File: src/rtl/pow8_pkg.sv
`default_nettype none
// ============================================================================
// Module      : pow8_pkg
// Description : Shared defaults for the power_of_8_dw datapath and its
//               result buffer: data width, buffer depth, drop-counter width,
//               pointer width and the per-cycle FIFO operation encoding.
// Revision    : 1.0 - initial release
// ============================================================================
package pow8_pkg;

    // Defaults shared by power_of_8_dw and pow8_result_buffer
    localparam int c_DWIDTH = 32;
    localparam int c_DEPTH  = 4;
    localparam int c_DROP_W = 8;
    localparam int c_PTR_W  = $clog2(c_DEPTH);

    // Pointer width for a given depth; never narrower than one bit
    function automatic int ptr_width(input int depth);
        return (depth > 1) ? $clog2(depth) : 1;
    endfunction

    // What the FIFO does this cycle, encoded as {push, pop}
    typedef enum logic [1:0] {
        OP_IDLE = 2'b00,
        OP_POP  = 2'b01,
        OP_PUSH = 2'b10,
        OP_BOTH = 2'b11
    } fifo_op_e;

endpackage
`default_nettype wire

File: src/rtl/pow8_buf_mem.sv
`default_nettype none
// ============================================================================
// Module      : pow8_buf_mem
// Description : DEPTH x DWIDTH register array with one synchronous write
//               port and one asynchronous read port. Contents are not reset.
// Revision    : 1.0 - initial release
// ============================================================================
module pow8_buf_mem
    import pow8_pkg::*;
#(
    parameter int DWIDTH = c_DWIDTH,
    parameter int DEPTH  = c_DEPTH,
    parameter int PTR_W  = ptr_width(c_DEPTH)
) (
    input  logic              clk,
    input  logic              i_we,
    input  logic [PTR_W-1:0]  i_waddr,
    input  logic [DWIDTH-1:0] i_wdata,
    input  logic [PTR_W-1:0]  i_raddr,
    output logic [DWIDTH-1:0] o_rdata
);

    logic [DWIDTH-1:0] mem_q [DEPTH];
    logic [DWIDTH-1:0] mem_d [DEPTH];

    // Next array contents: only the addressed entry changes on a write
    always_comb begin
        mem_d = mem_q;
        if (i_we) begin
            mem_d[i_waddr] = i_wdata;
        end
    end

    // Storage carries no reset; the control logic masks stale contents
    always_ff @(posedge clk) begin
        mem_q <= mem_d;
    end

    // Asynchronous read of the head entry
    assign o_rdata = mem_q[i_raddr];

endmodule
`default_nettype wire

File: src/rtl/pow8_result_buffer.sv
`default_nettype none
// ============================================================================
// Module      : pow8_result_buffer
// Description : First-word-fall-through FIFO that captures x^8 results from
//               power_of_8_dw. Results arriving while full are dropped and
//               counted (sticky overflow flag, saturating drop counter).
//               A synchronous clear flushes the FIFO and the statistics.
// Revision    : 1.0 - initial release
// ============================================================================
module pow8_result_buffer
    import pow8_pkg::*;
#(
    parameter int DWIDTH = c_DWIDTH,
    parameter int DEPTH  = c_DEPTH,
    parameter int DROP_W = c_DROP_W
) (
    input  logic                   clk,
    input  logic                   reset_n,
    input  logic                   i_clr,
    input  logic                   i_valid,
    input  logic [DWIDTH-1:0]      i_value,
    output logic                   o_valid,
    output logic [DWIDTH-1:0]      o_data,
    input  logic                   i_ready,
    output logic [$clog2(DEPTH):0] o_count,
    output logic                   o_full,
    output logic                   o_overflow,
    output logic [DROP_W-1:0]      o_drop_cnt
);

    localparam int PTR_W = ptr_width(DEPTH);
    localparam int CNT_W = $clog2(DEPTH) + 1;

    localparam logic [CNT_W-1:0]  c_FULL_CNT = CNT_W'(DEPTH);
    localparam logic [DROP_W-1:0] c_DROP_MAX = '1;

    logic [PTR_W-1:0]  wr_ptr_q, wr_ptr_d;
    logic [PTR_W-1:0]  rd_ptr_q, rd_ptr_d;
    logic [CNT_W-1:0]  count_q, count_d;
    logic              overflow_q, overflow_d;
    logic [DROP_W-1:0] drop_cnt_q, drop_cnt_d;

    logic              w_not_empty;
    logic              w_full;
    logic              w_pop;
    logic              w_push;
    logic              w_drop;
    logic              w_mem_we;
    fifo_op_e          w_op;
    logic [DWIDTH-1:0] w_rdata;

    // Handshake decode; a pop frees a slot for a same-cycle push even when full
    always_comb begin
        w_not_empty = (count_q != '0);
        w_full      = (count_q == c_FULL_CNT);
        w_pop       = w_not_empty && i_ready;
        w_push      = i_valid && (!w_full || w_pop);
        w_drop      = i_valid && w_full && !w_pop;
        w_mem_we    = w_push && !i_clr;
        w_op        = fifo_op_e'({w_push, w_pop});
    end

    // Next-state for pointers, occupancy and drop statistics; clear wins
    always_comb begin
        wr_ptr_d   = wr_ptr_q;
        rd_ptr_d   = rd_ptr_q;
        count_d    = count_q;
        overflow_d = overflow_q;
        drop_cnt_d = drop_cnt_q;
        if (i_clr) begin
            wr_ptr_d   = '0;
            rd_ptr_d   = '0;
            count_d    = '0;
            overflow_d = 1'b0;
            drop_cnt_d = '0;
        end else begin
            // DEPTH is a power of two, so natural overflow wraps the pointers
            if (w_push) begin
                wr_ptr_d = wr_ptr_q + 1'b1;
            end
            if (w_pop) begin
                rd_ptr_d = rd_ptr_q + 1'b1;
            end
            case (w_op)
                OP_PUSH: count_d = count_q + 1'b1;
                OP_POP:  count_d = count_q - 1'b1;
                default: count_d = count_q;
            endcase
            if (w_drop) begin
                overflow_d = 1'b1;
                if (drop_cnt_q != c_DROP_MAX) begin
                    drop_cnt_d = drop_cnt_q + 1'b1;
                end
            end
        end
    end

    // Control state register with asynchronous active-low reset
    always_ff @(posedge clk or negedge reset_n) begin
        if (!reset_n) begin
            wr_ptr_q   <= '0;
            rd_ptr_q   <= '0;
            count_q    <= '0;
            overflow_q <= 1'b0;
            drop_cnt_q <= '0;
        end else begin
            wr_ptr_q   <= wr_ptr_d;
            rd_ptr_q   <= rd_ptr_d;
            count_q    <= count_d;
            overflow_q <= overflow_d;
            drop_cnt_q <= drop_cnt_d;
        end
    end

    pow8_buf_mem #(
        .DWIDTH (DWIDTH),
        .DEPTH  (DEPTH),
        .PTR_W  (PTR_W)
    ) u_mem (
        .clk     (clk),
        .i_we    (w_mem_we),
        .i_waddr (wr_ptr_q),
        .i_wdata (i_value),
        .i_raddr (rd_ptr_q),
        .o_rdata (w_rdata)
    );

    // Outputs depend only on registered state; data reads zero when empty
    assign o_valid    = w_not_empty;
    assign o_data     = w_not_empty ? w_rdata : '0;
    assign o_count    = count_q;
    assign o_full     = w_full;
    assign o_overflow = overflow_q;
    assign o_drop_cnt = drop_cnt_q;

endmodule
`default_nettype wire

File: config.mk
export PLATFORM = sky130hd
export DESIGN_NAME = pow8_result_buffer
export DESIGN_NICKNAME = d
export VERILOG_FILES = /design/src/rtl/pow8_pkg.sv /design/src/rtl/pow8_buf_mem.sv /design/src/rtl/pow8_result_buffer.sv
export SDC_FILE = /design/constraint.sdc
export NUM_CORES = 1
export LEC_CHECK = 0
export BUFFER_PORTS_ARGS = -buffer_cell sky130_fd_sc_hd__clkbuf_2
export CAP_MARGIN = 20
export CELL_PAD_IN_SITES_DETAIL_PLACEMENT = 0
export CELL_PAD_IN_SITES_GLOBAL_PLACEMENT = 1
export CORE_MARGIN = 1
export CORE_UTILIZATION = 25
export CTS_CLUSTER_SIZE = 12
export DETAILED_ROUTE_END_ITERATION = 10
export PLACE_DENSITY_LB_ADDON = 0.1
export REMOVE_ABC_BUFFERS = 1
export SLEW_MARGIN = 10
export SYNTH_ARGS = -nofsm -noshare
export SYNTH_HDL_FRONTEND = slang
export SYNTH_SLANG_ARGS = --single-unit
export TNS_END_PERCENT = 20
File: constraint.sdc
create_clock -name clk -period 4.3 [get_ports clk]
set_clock_uncertainty 0.15 [all_clocks]
set_input_delay 1.29 -clock clk [delete_from_list [all_inputs] [get_ports clk]]
set_output_delay 1.29 -clock clk [all_outputs]
set_load 0.02 [all_outputs]
==> After elaboration in Yosys (flattened, before gate mapping) <==
Cells that the tools add are included.
{ "totals": {"output_inout_bits": 46, "elab_cells": 58, "reg_bits": 144} }
{ "classes": {"n_lt_le_gt_ge": 3, "mux": 18, "add_sub_neg": 5, "eq_ne": 4, "n_reduce_logical": 17, "bitwise": 2} }
{ "ops": {"columns": ["cell", "count"], "rows": [
  ["128-bit bitwise mux", 1],
  ["32-bit two-way mux", 4],
  ["32-bit binary-select mux with 2-bit select", 1],
  ["32-bit demux with 2-bit select", 1],
  ["8-bit two-way mux", 3],
  ["8-bit by 1-bit adder with 8-bit output, second input constant", 1],
  ["2-bit two-way mux", 4],
  ["8-bit inequality test, second input constant", 1],
  ["2-bit nonzero test", 4],
  ["3-bit >= comparator, second input constant", 2],
  ["1-bit logical AND", 6],
  ["2-bit inverter with 3-bit output", 2],
  ["3-bit case mux with 2 select lines", 1],
  ["3-bit nonzero test", 2],
  ["2-bit by 1-bit adder with 2-bit output, second input constant", 2],
  ["3-bit by 1-bit adder with 3-bit output, second input constant", 1],
  ["3-bit == test, second input constant", 1],
  ["1-bit zero test", 3],
  ["3-bit by 1-bit < comparator with 1-bit output, second input constant", 1],
  ["3-bit two-way mux", 1],
  ["3-bit by 1-bit subtractor with 3-bit output, second input constant", 1],
  ["2-bit by 1-bit == test with 1-bit output, second input constant", 1],
  ["2-bit == test, second input constant", 1],
  ["1-bit two-way mux", 2],
  ["other kinds (2)", 2]
]} }

==> Depth between registers and ports, before layout <==
Gate-level depths: netlist of the first run.
{ "depth": {"word_depth": 7, "depth_mapped": 10} }

==> Modules after synthesis <==
A second synthesis of the first run with hierarchy kept.
{ "hier_totals": {"cells_unflattened": 309, "area_unflattened_um2": 5876.9} }
{ "by_module_without_submodules": {"columns": ["mod", "cells_per_inst", "seq_area_each_um2", "n_inst", "area_each_um2"], "rows": [
  ["pow8_buf_mem", 171, 3843.7, 1, 4689.5],
  ["pow8_result_buffer", 138, 400.4, 1, 1187.4]
]} }

==> Worst setup path after synthesis of the first run <==
Ideal clock, no wire load.
{ "synth_timing": {"path_type": "flip-flop to output port", "start": "register count_q[0] (netlist: o_count[0])", "end": "output port o_data[22]", "stages_incl_launch_ff": 6, "slack_ns": 1.117, "arrival_ns": 1.743, "cell_sequence": "dfrtp_1 -> buf_6 -> or3_2 -> clkbuf_1 -> clkbuf_1 -> and2_1"} }
{ "synth_via": {"elab_chain_cells": 2} }
{ "synth_lines": {"columns": ["element", "line", "rtl"], "rows": [
  ["start: declaration", "pow8_result_buffer.sv:39", "logic [CNT_W-1:0] count_q, count_d;"],
  ["start signal: assignment", "pow8_result_buffer.sv:109", "count_q <= count_d;"],
  ["3-bit nonzero test", "pow8_result_buffer.sv:54", "w_not_empty = (count_q != '0);"],
  ["named net o_valid", "pow8_result_buffer.sv:22", "output logic o_valid,"],
  ["32-bit two-way mux", "pow8_result_buffer.sv:130", "assign o_data = w_not_empty ? w_rdata : '0;"],
  ["end: declaration", "pow8_result_buffer.sv:23", "output logic [DWIDTH-1:0] o_data,"]
]} }
The timed path passes the listed nets, and every way through them passes these cells.

==> Final worst setup path of the first run <==
{ "layout_timing": {"start": "register count_q[1] (netlist: o_count[1])", "end": "output port o_data[2]"} }
{ "layout_via": {"elab_chain_cells": 2} }
{ "layout_lines": {"columns": ["element", "line"], "rows": [
  ["3-bit nonzero test", "pow8_result_buffer.sv:54"],
  ["32-bit two-way mux", "pow8_result_buffer.sv:130"]
]} }
No other way between the ends.

==> run summary, run 1 <==
LAYOUT
--------------------------------------------------------------------------------------
Proportion of layout cells with a drive suffix above 1                           0.398
Layout Area Growth over Synthesis                                                23.0%
Final layout net count                                                             446
Antenna cell count                                                                   0
Post-Layout Cell Count                                                             728
Design Area, Final                                                        0.00721 sq mm
Number of inserted filler cells in the final layout                               2238

SETUP PATH
--------------------------------------------------------------------------------------
Worst path cell trace                                                     or3_2 -> and2_1 -> clkbuf_2
Logic depth of the worst register-to-register path                                   8
Cell class contributing the biggest share of worst-path delay             simple AND/OR/NAND/NOR gates
R2R Path Start                                                            o_count[1]$_DFFE_PN0P_
Largest stage delay, worst path                                                0.80 ns
Crit Path Max Fanout                                                                36
Instance count on the critical path                                                  3
Worst flop-to-flop path endpoint                                          o_count[2]$_DFFE_PN0P_
Crit path arrival time                                                         2.20 ns
WS Path Type                                                              flop to primary output
CP Launch Type                                                                    flop
Library cell contributing the largest single delay on the critical path          or3_2
Crit path buf inv count                                                              1
CP endpoint                                                                  o_data[2]
Type of element capturing the critical path                               primary output
Required time at the worst-slack endpoint                                      2.86 ns
Flop-to-flop setup slack                                                       1.29 ns
Timing startpoint of the critical path                                    o_count[1]$_DFFE_PN0P_

YOSYS
--------------------------------------------------------------------------------------
Ys Warns                                                                             0
Count of flip-flops with a built-in enable after synthesis                         128
Number of synthesized register bits                                                144
Count of cell types in the netlist                                                  37
Share of synthesized area occupied by flip-flops and latches                     0.724
Share of synthesized flip-flops with an asynchronous set or reset                0.111
Post-synthesis instance total                                                      314
Average cell area after synthesis                                           18.7 sq um
Most used flip-flop cell after synthesis                                      edfxtp_1
Synthesized cell area                                                     0.00586 sq mm

CLOCK TREE
--------------------------------------------------------------------------------------
Clock tree from TritonCTS                                                         done
CTS Root Cell                                                                clkbuf_16
Clock insertion delay at the later pin of the skew report                      0.42 ns
Total clock sinks                                                                  144
Clock-pin slew of the registers on the worst-case setup and hold paths         0.07 ns
Post-cts hold buffer count                                                           0
Number of H-tree levels                                                              4
Number of buffers on the longest clock path                                          2
Post-cts resize count                                                                0
Number of buffers inserted to repair setup after CTS                                 0
Num CTS Buffers                                                                     17

PLACED DESIGN
--------------------------------------------------------------------------------------
Area after detailed placement                                             0.00664 sq mm
Worst setup timing slack at the placement stage                                1.03 ns
DPL Wire Length                                                                7.40 mm
Number of buffers added on ports                                                    82
Placed cells                                                                       697
Final RePlAce weighted congestion                                                0.655

ROUTING
--------------------------------------------------------------------------------------
Via-per-instance ratio                                                            4.19
DRC Markers                                                                          0
Drt first-iter violations                                                          113
Routed vias                                                                       3051
First-pass iteration count of the detailed router                                    4
Total wire length after detailed routing                                       12.6 mm
Routed wire per std cell                                                  17.3 microns
Remaining antenna violation count                                                    0

STA
--------------------------------------------------------------------------------------
Slew headroom                                                                    0.575
Period utilization                                                               0.847
Sum of negative setup slack                                                       0 ns
RSZ-0062 raised after global routing                                                no
Number of endpoints failing setup at the final stage                                 0
Number of pins exceeding their max-slew limit in the final report                    0
Worst slew pin tran                                                           0.637 ns
Highest Clock Rate                                                             275 MHz
Final Hold Fails                                                                     0
Min Tclk post-route                                                            3.64 ns
Worst path setup slack after routing                                          0.658 ns

STATUS
--------------------------------------------------------------------------------------
Status                                                                       completed

FLOW RUN
--------------------------------------------------------------------------------------
Count of maximum capacitance violations                                              0

DIE
--------------------------------------------------------------------------------------
Top-Level Pins                                                                      83
Die height                                                                 155 microns
Die X                                                                      155 microns
Core footprint                                                            0.0228 sq mm
Std-Cell Rows                                                                       55
Area of the die                                                           0.0240 sq mm
Effective utilization at floorplan                                               0.257

POWER AND IR DROP
--------------------------------------------------------------------------------------
Leakage dissipation                                                            2.51 nW
Power Dens Cells                                                           487 mW/mm^2
Peak supply drop                                                                219 uV
Post-layout total power                                                        3.51 mW

GLOBAL ROUTING
--------------------------------------------------------------------------------------
Via count of the first global-routing pass                                        3266
Grt ovf                                                                              0
Number of antenna violations at the first check in global routing                    0
First-pass GRT wire length                                                     19.4 mm
All-layer global routing usage                                                   0.113
Maximum number of pins on one net before global-route repair                        37

HOLD PATH
--------------------------------------------------------------------------------------
Worst min-delay path category                                             flop to flop

[layout make-up]
class	count	area [sq um]	area share
well taps	313	392	0.0543
clock inverters	14	148	0.0205
flip-flops and latches	144	4250	0.589
multi-input cells	146	1490	0.207
clock buffers	17	425	0.0590
inverters	5	18.8	0.00260
repair buffers	89	488	0.0677
[logic make-up after synthesis]
family	count (synthesis)	share of synthesized area
buffers and inverters	24	0.0220
XOR/XNOR	4	0.00598
multiplexers	34	0.126
AND/OR/NAND/NOR	77	0.0780
adder cells (fa/ha/maj)	6	0.0141
flip-flops	144	0.724
AO/OA/AOI/OAI	25	0.0290
[registers in the layout, indices dropped and copies added, names as in the netlist]
register	count
u_mem.mem_q	128
o_drop_cnt	8
o_count	3
rd_ptr_q	2
wr_ptr_q	2
o_overflow	1
[synthesized netlist by cell type, types with 2 or more instances]
| library cell | instances | area share |
|---|---|---|
| a21oi_1 | 12 | 0.010 |
| and2_1 | 38 | 0.041 |
| buf_2 | 5 | 0.0043 |
| buf_6 | 3 | 0.0058 |
| clkbuf_1 | 10 | 0.0064 |
| dfrtp_1 | 16 | 0.068 |
| edfxtp_1 | 128 | 0.66 |
| ha_1 | 5 | 0.011 |
| inv_1 | 5 | 0.0032 |
| mux2i_1 | 2 | 0.0034 |
| mux4_2 | 32 | 0.12 |
| nand2_1 | 4 | 0.0026 |
| nand3_1 | 5 | 0.0043 |
| nor2_1 | 14 | 0.0090 |
| o21ai_0 | 4 | 0.0034 |
| o22ai_1 | 2 | 0.0021 |
| o31ai_1 | 3 | 0.0038 |
| or3_1 | 2 | 0.0021 |
| or3_2 | 2 | 0.0026 |
| or4_1 | 3 | 0.0038 |
| xor2_1 | 3 | 0.0045 |
[per-layer routing]
metal | track usage | up-vias | wire [microns]
li1 | - | 1415 | -
met1 | 0.142 | 1561 | 5690
met2 | 0.178 | 62 | 6150
met3 | 0.0387 | 13 | 571
met4 | 0.0457 | 0 | 180
met5 | 0 | - | 0
[per-stage QoR]
step / hold slack [ns] / utilization
after floorplan: 0.392 / -
after CTS: 0.351 / 0.316
after detailed placement: 0.334 / 0.291
final: 0.345 / 0.316
after global placement: 0.332 / 0.291
after global routing: 0.396 / 0.316
[worst min-delay path by stage]
stage	from	endpoint	slack [ns]	depth (start not counted)
5_1_grt	o_overflow$_DFFE_PN0P_	o_overflow$_DFFE_PN0P_	0.40	2
3_5_place_dp	o_overflow$_DFFE_PN0P_	o_overflow$_DFFE_PN0P_	0.33	2
6_report	o_overflow$_DFFE_PN0P_	o_overflow$_DFFE_PN0P_	0.34	2
4_1_cts	o_overflow$_DFFE_PN0P_	o_overflow$_DFFE_PN0P_	0.35	2
2_1_floorplan	wr_ptr_q[1]$_DFFE_PN0P_	wr_ptr_q[1]$_DFFE_PN0P_	0.39	2
3_3_place_gp	o_overflow$_DFFE_PN0P_	o_overflow$_DFFE_PN0P_	0.33	2
[layout by cell type, fill, tap and decap left out, types with 4 or more instances in the layout]
cell,synthesis,routed
and2_2,0,4
nor2_1,14,14
o21ai_0,4,4
buf_4,0,5
clkbuf_2,0,82
inv_1,5,5
dfrtp_1,16,14
ha_1,5,5
nand2_1,4,4
mux4_2,32,32
inv_6,0,4
a21oi_1,12,12
and2_1,38,34
edfxtp_1,128,128
clkbuf_16,0,17
nand3_1,5,5
[report_power, final]
group	internal [mW]	leakage (nW)	switching [mW]	total, mW
Combinational	0.205	0.861	0.289	0.494
Sequential	1.57	1.38	0.0246	1.60
Clock	0.813	0.273	0.608	1.42
[worst min-delay path: cells and delay by family (launching register included)]
kind               cells  cell delay, ns
DFF                    1            0.35
and+or+nand+nor        1            0.07
AOI/OAI and AO/OA      1            0.04
Power figures use the tool's default switching activity.
==> run 2, diff against run 1 <==
==> constraint.sdc (replaced) <==
create_clock -name clk -period 3.2 [get_ports clk]
set_clock_uncertainty 0.15 [all_clocks]
set_input_delay 0.96 -clock clk [delete_from_list [all_inputs] [get_ports clk]]
set_output_delay 0.96 -clock clk [all_outputs]
set_load 0.02 [all_outputs]
==> run 2 against run 1 <==
Largest cell class unchanged; core utilization rose by 0.49 points; critical path depth increased by 1; register-to-register slack worse by 0.75 ns; worst hold slack got worse by 0.012 ns; clock-buffer cell count unchanged; final cell count is 1.2% higher.
==> run summary, run 2 (synthesized netlist as in run 1, its figures left out) <==
LAYOUT
--------------------------------------------------------------------------------------
Antenna cell count                                                                   0   unchanged
Proportion of layout cells with a drive suffix above 1                           0.410   was 0.398
Layout Area Growth over Synthesis                                                25.0%   was 23.0%
Largest register FFs                                                               128   unchanged
Commonest cells after routing, fill and taps aside                        128 x edfxtp_1, 79 x clkbuf_2, 34 x and2_1   was 128 x edfxtp_1, 82 x clkbuf_2, 34 x and2_1
Post-Layout Cell Count                                                             737   was 728
Most common library cell in the layout ignoring fill and taps                 edfxtp_1   unchanged
Most flops, register                                                       u_mem.mem_q   unchanged
Final layout net count                                                             454   was 446

HOLD PATH
--------------------------------------------------------------------------------------
Worst min-delay path category                                             input pin to asynchronous set/reset pin   was flop to flop

STA
--------------------------------------------------------------------------------------
Highest Clock Rate                                                             323 MHz
Final Hold Fails                                                                     0   unchanged
Slew headroom                                                                    0.388   was 0.575
Period utilization                                                               0.968
Worst slew pin tran                                                           0.917 ns   was 0.637 ns
Sum of negative setup slack                                                       0 ns   unchanged
Number of pins exceeding their max-slew limit in the final report                    0   unchanged
RSZ-0062 raised after global routing                                               yes   was no
Worst hold slack after final layout                                           0.333 ns   was 0.345 ns
Min Tclk post-route                                                            3.10 ns
Number of endpoints failing setup at the final stage                                 0   unchanged

ROUTING
--------------------------------------------------------------------------------------
DRC Markers                                                                          0   unchanged
Remaining antenna violation count                                                    0   unchanged
Routed vias                                                                       3110   was 3051
Total wire length after detailed routing                                       12.7 mm   was 12.6 mm
Routed wire per std cell                                                  17.3 microns   about the same
First-pass iteration count of the detailed router                                    6   was 4
Drt first-iter violations                                                          111   was 113
Via-per-instance ratio                                                            4.22   was 4.19

CLOCK TREE
--------------------------------------------------------------------------------------
Clock insertion delay at the later pin of the skew report                      0.42 ns   about the same
Number of buffers inserted to repair setup after CTS                                 0   unchanged
Clock tree from TritonCTS                                                         done   unchanged
Total clock sinks                                                                  144   unchanged
Number of H-tree levels                                                              4   unchanged
Post-cts hold buffer count                                                           0   unchanged
Clock-pin slew of the registers on the worst-case setup and hold paths         0.06 ns   was 0.07 ns
Num CTS Buffers                                                                     17   unchanged
Number of buffers on the longest clock path                                          2   unchanged
CTS Root Cell                                                                clkbuf_16   unchanged

PLACED DESIGN
--------------------------------------------------------------------------------------
Final RePlAce weighted congestion                                                0.644   was 0.655
Placed cells                                                                       704   was 697
DPL Wire Length                                                                7.80 mm   was 7.40 mm
Number of buffers added on ports                                                    82   unchanged

DIE
--------------------------------------------------------------------------------------
Std-Cell Rows                                                                       55   unchanged
Effective utilization at floorplan                                               0.257   unchanged
Area of the die                                                           0.0240 sq mm   unchanged
Die height                                                                 155 microns   unchanged
Die X                                                                      155 microns   unchanged
Top-Level Pins                                                                      83   unchanged
Core footprint                                                            0.0228 sq mm   unchanged

GLOBAL ROUTING
--------------------------------------------------------------------------------------
First-pass GRT wire length                                                     19.5 mm   was 19.4 mm
Maximum number of pins on one net before global-route repair                        33   was 37
Via count of the first global-routing pass                                        3283   was 3266
All-layer global routing usage                                                   0.113   about the same
Grt ovf                                                                              0   unchanged
Number of antenna violations at the first check in global routing                    0   unchanged

POWER AND IR DROP
--------------------------------------------------------------------------------------
Power Dens Cells                                                           650 mW/mm^2   was 487 mW/mm^2
Peak supply drop                                                                338 uV   was 219 uV
Leakage dissipation                                                            2.57 nW   was 2.51 nW

SETUP PATH
--------------------------------------------------------------------------------------
Crit path arrival time                                                         1.99 ns   was 2.20 ns
WS Path Type                                                              flop to primary output   unchanged
Logic depth of the worst register-to-register path                                   9   was 8
Flop-to-flop setup slack                                                       0.54 ns   was 1.29 ns
Crit Path Max Fanout                                                                16   was 36
Type of element capturing the critical path                               primary output   unchanged
Cell class contributing the biggest share of worst-path delay             multiplexers   was simple AND/OR/NAND/NOR gates
Library cell contributing the largest single delay on the critical path         mux4_2   was or3_2
CP Launch Type                                                                    flop   unchanged
Required time at the worst-slack endpoint                                      2.09 ns   was 2.86 ns
Crit path buf inv count                                                              2   was 1
Worst flop-to-flop path endpoint                                          o_count[2]$_DFFE_PN0P_   unchanged
Largest stage delay, worst path                                                0.53 ns   was 0.80 ns
Worst path cell trace                                                     clkbuf_16 -> mux4_2 -> and2_1 -> buf_2   was or3_2 -> and2_1 -> clkbuf_2
R2R Path Start                                                            o_count[2]$_DFFE_PN0P_   was o_count[1]$_DFFE_PN0P_

STATUS
--------------------------------------------------------------------------------------
Status                                                                       completed   unchanged

FLOW RUN
--------------------------------------------------------------------------------------
Count of maximum capacitance violations                                              0   unchanged

-- run 2: report_power, final --
| part | switching [mW] | total [mW] | leakage [nW] | internal, mW |
|---|---|---|---|---|
| Sequential | 0.0263 | 2.14 | 1.38 | 2.11 |
| Combinational | 0.408 | 0.716 | 0.918 | 0.308 |
| Clock | 0.808 | 1.90 | 0.274 | 1.09 |
| Total | 1.24 | 4.76 | 2.57 | 3.51 |
-- run 2: worst max-delay path by stage --
stage / from / endpoint / slack, ns / cells past startpoint
finish: rd_ptr_q[0]$_DFFE_PN0P_ / o_data[8] / 0.10 / 4
global route: rd_ptr_q[0]$_DFFE_PN0P_ / o_data[16] / 0.001 / 4
CTS: rd_ptr_q[0]$_DFFE_PN0P_ / o_data[13] / -0.003 / 4
detailed placement: i_ready / u_mem.mem_q[0]$_DFFE_PP_ / 0.30 / 4
global placement: i_ready / u_mem.mem_q[0]$_DFFE_PP_ / 0.34 / 4
floorplan: rd_ptr_q[0]$_DFFE_PN0P_ / o_data[0] / -0.19 / 2
-- run 2: layer usage --
metal  track usage  up-vias  wire [microns]  part of all wire
li1              -     1427               -                 -
met1         0.139     1607            5590              0.44
met2         0.187       66            6530              0.51
met3        0.0323       10             452             0.035
met4        0.0410        0             156             0.012
met5             0        -               0                 0
-- run 2: timing repair --
action,CTS,global route
setup endpoints to repair,1,24
gates resized for setup,0,5
gates cloned,0,1
-- run 2: cell type report --
class,count,area [sq um]
fill,2226,15500
sequential,144,4250
multi-input combinational,146,1490
timing repair buffer,97,601
clock buffer,17,425
tap,313,392
clock inverter,15,148
inverter,5,18.8
-- run 2: worst register-to-register path: cells and delay by family (launching register included) --
family	cells	cell delay, ns
and+or+nand+nor	5	1.14
buffers and inverters	1	0.22
adders and majority gates	1	0.40
DFF	1	0.39
AOI/OAI and AO/OA	2	0.30
-- run 2: metrics by stage --
stage          setup slack (ns)  utilization  cell area, sq um  power [mW]
2_1_floorplan            -0.192            -              5750        2.61
3_3_place_gp              0.342        0.295              6710        2.90
3_5_place_dp              0.303        0.295              6710        2.90
4_1_cts                -0.00316        0.320              7290        4.83
5_1_grt                 0.00109        0.321              7320        4.96
6_report                  0.103        0.321              7320        4.76
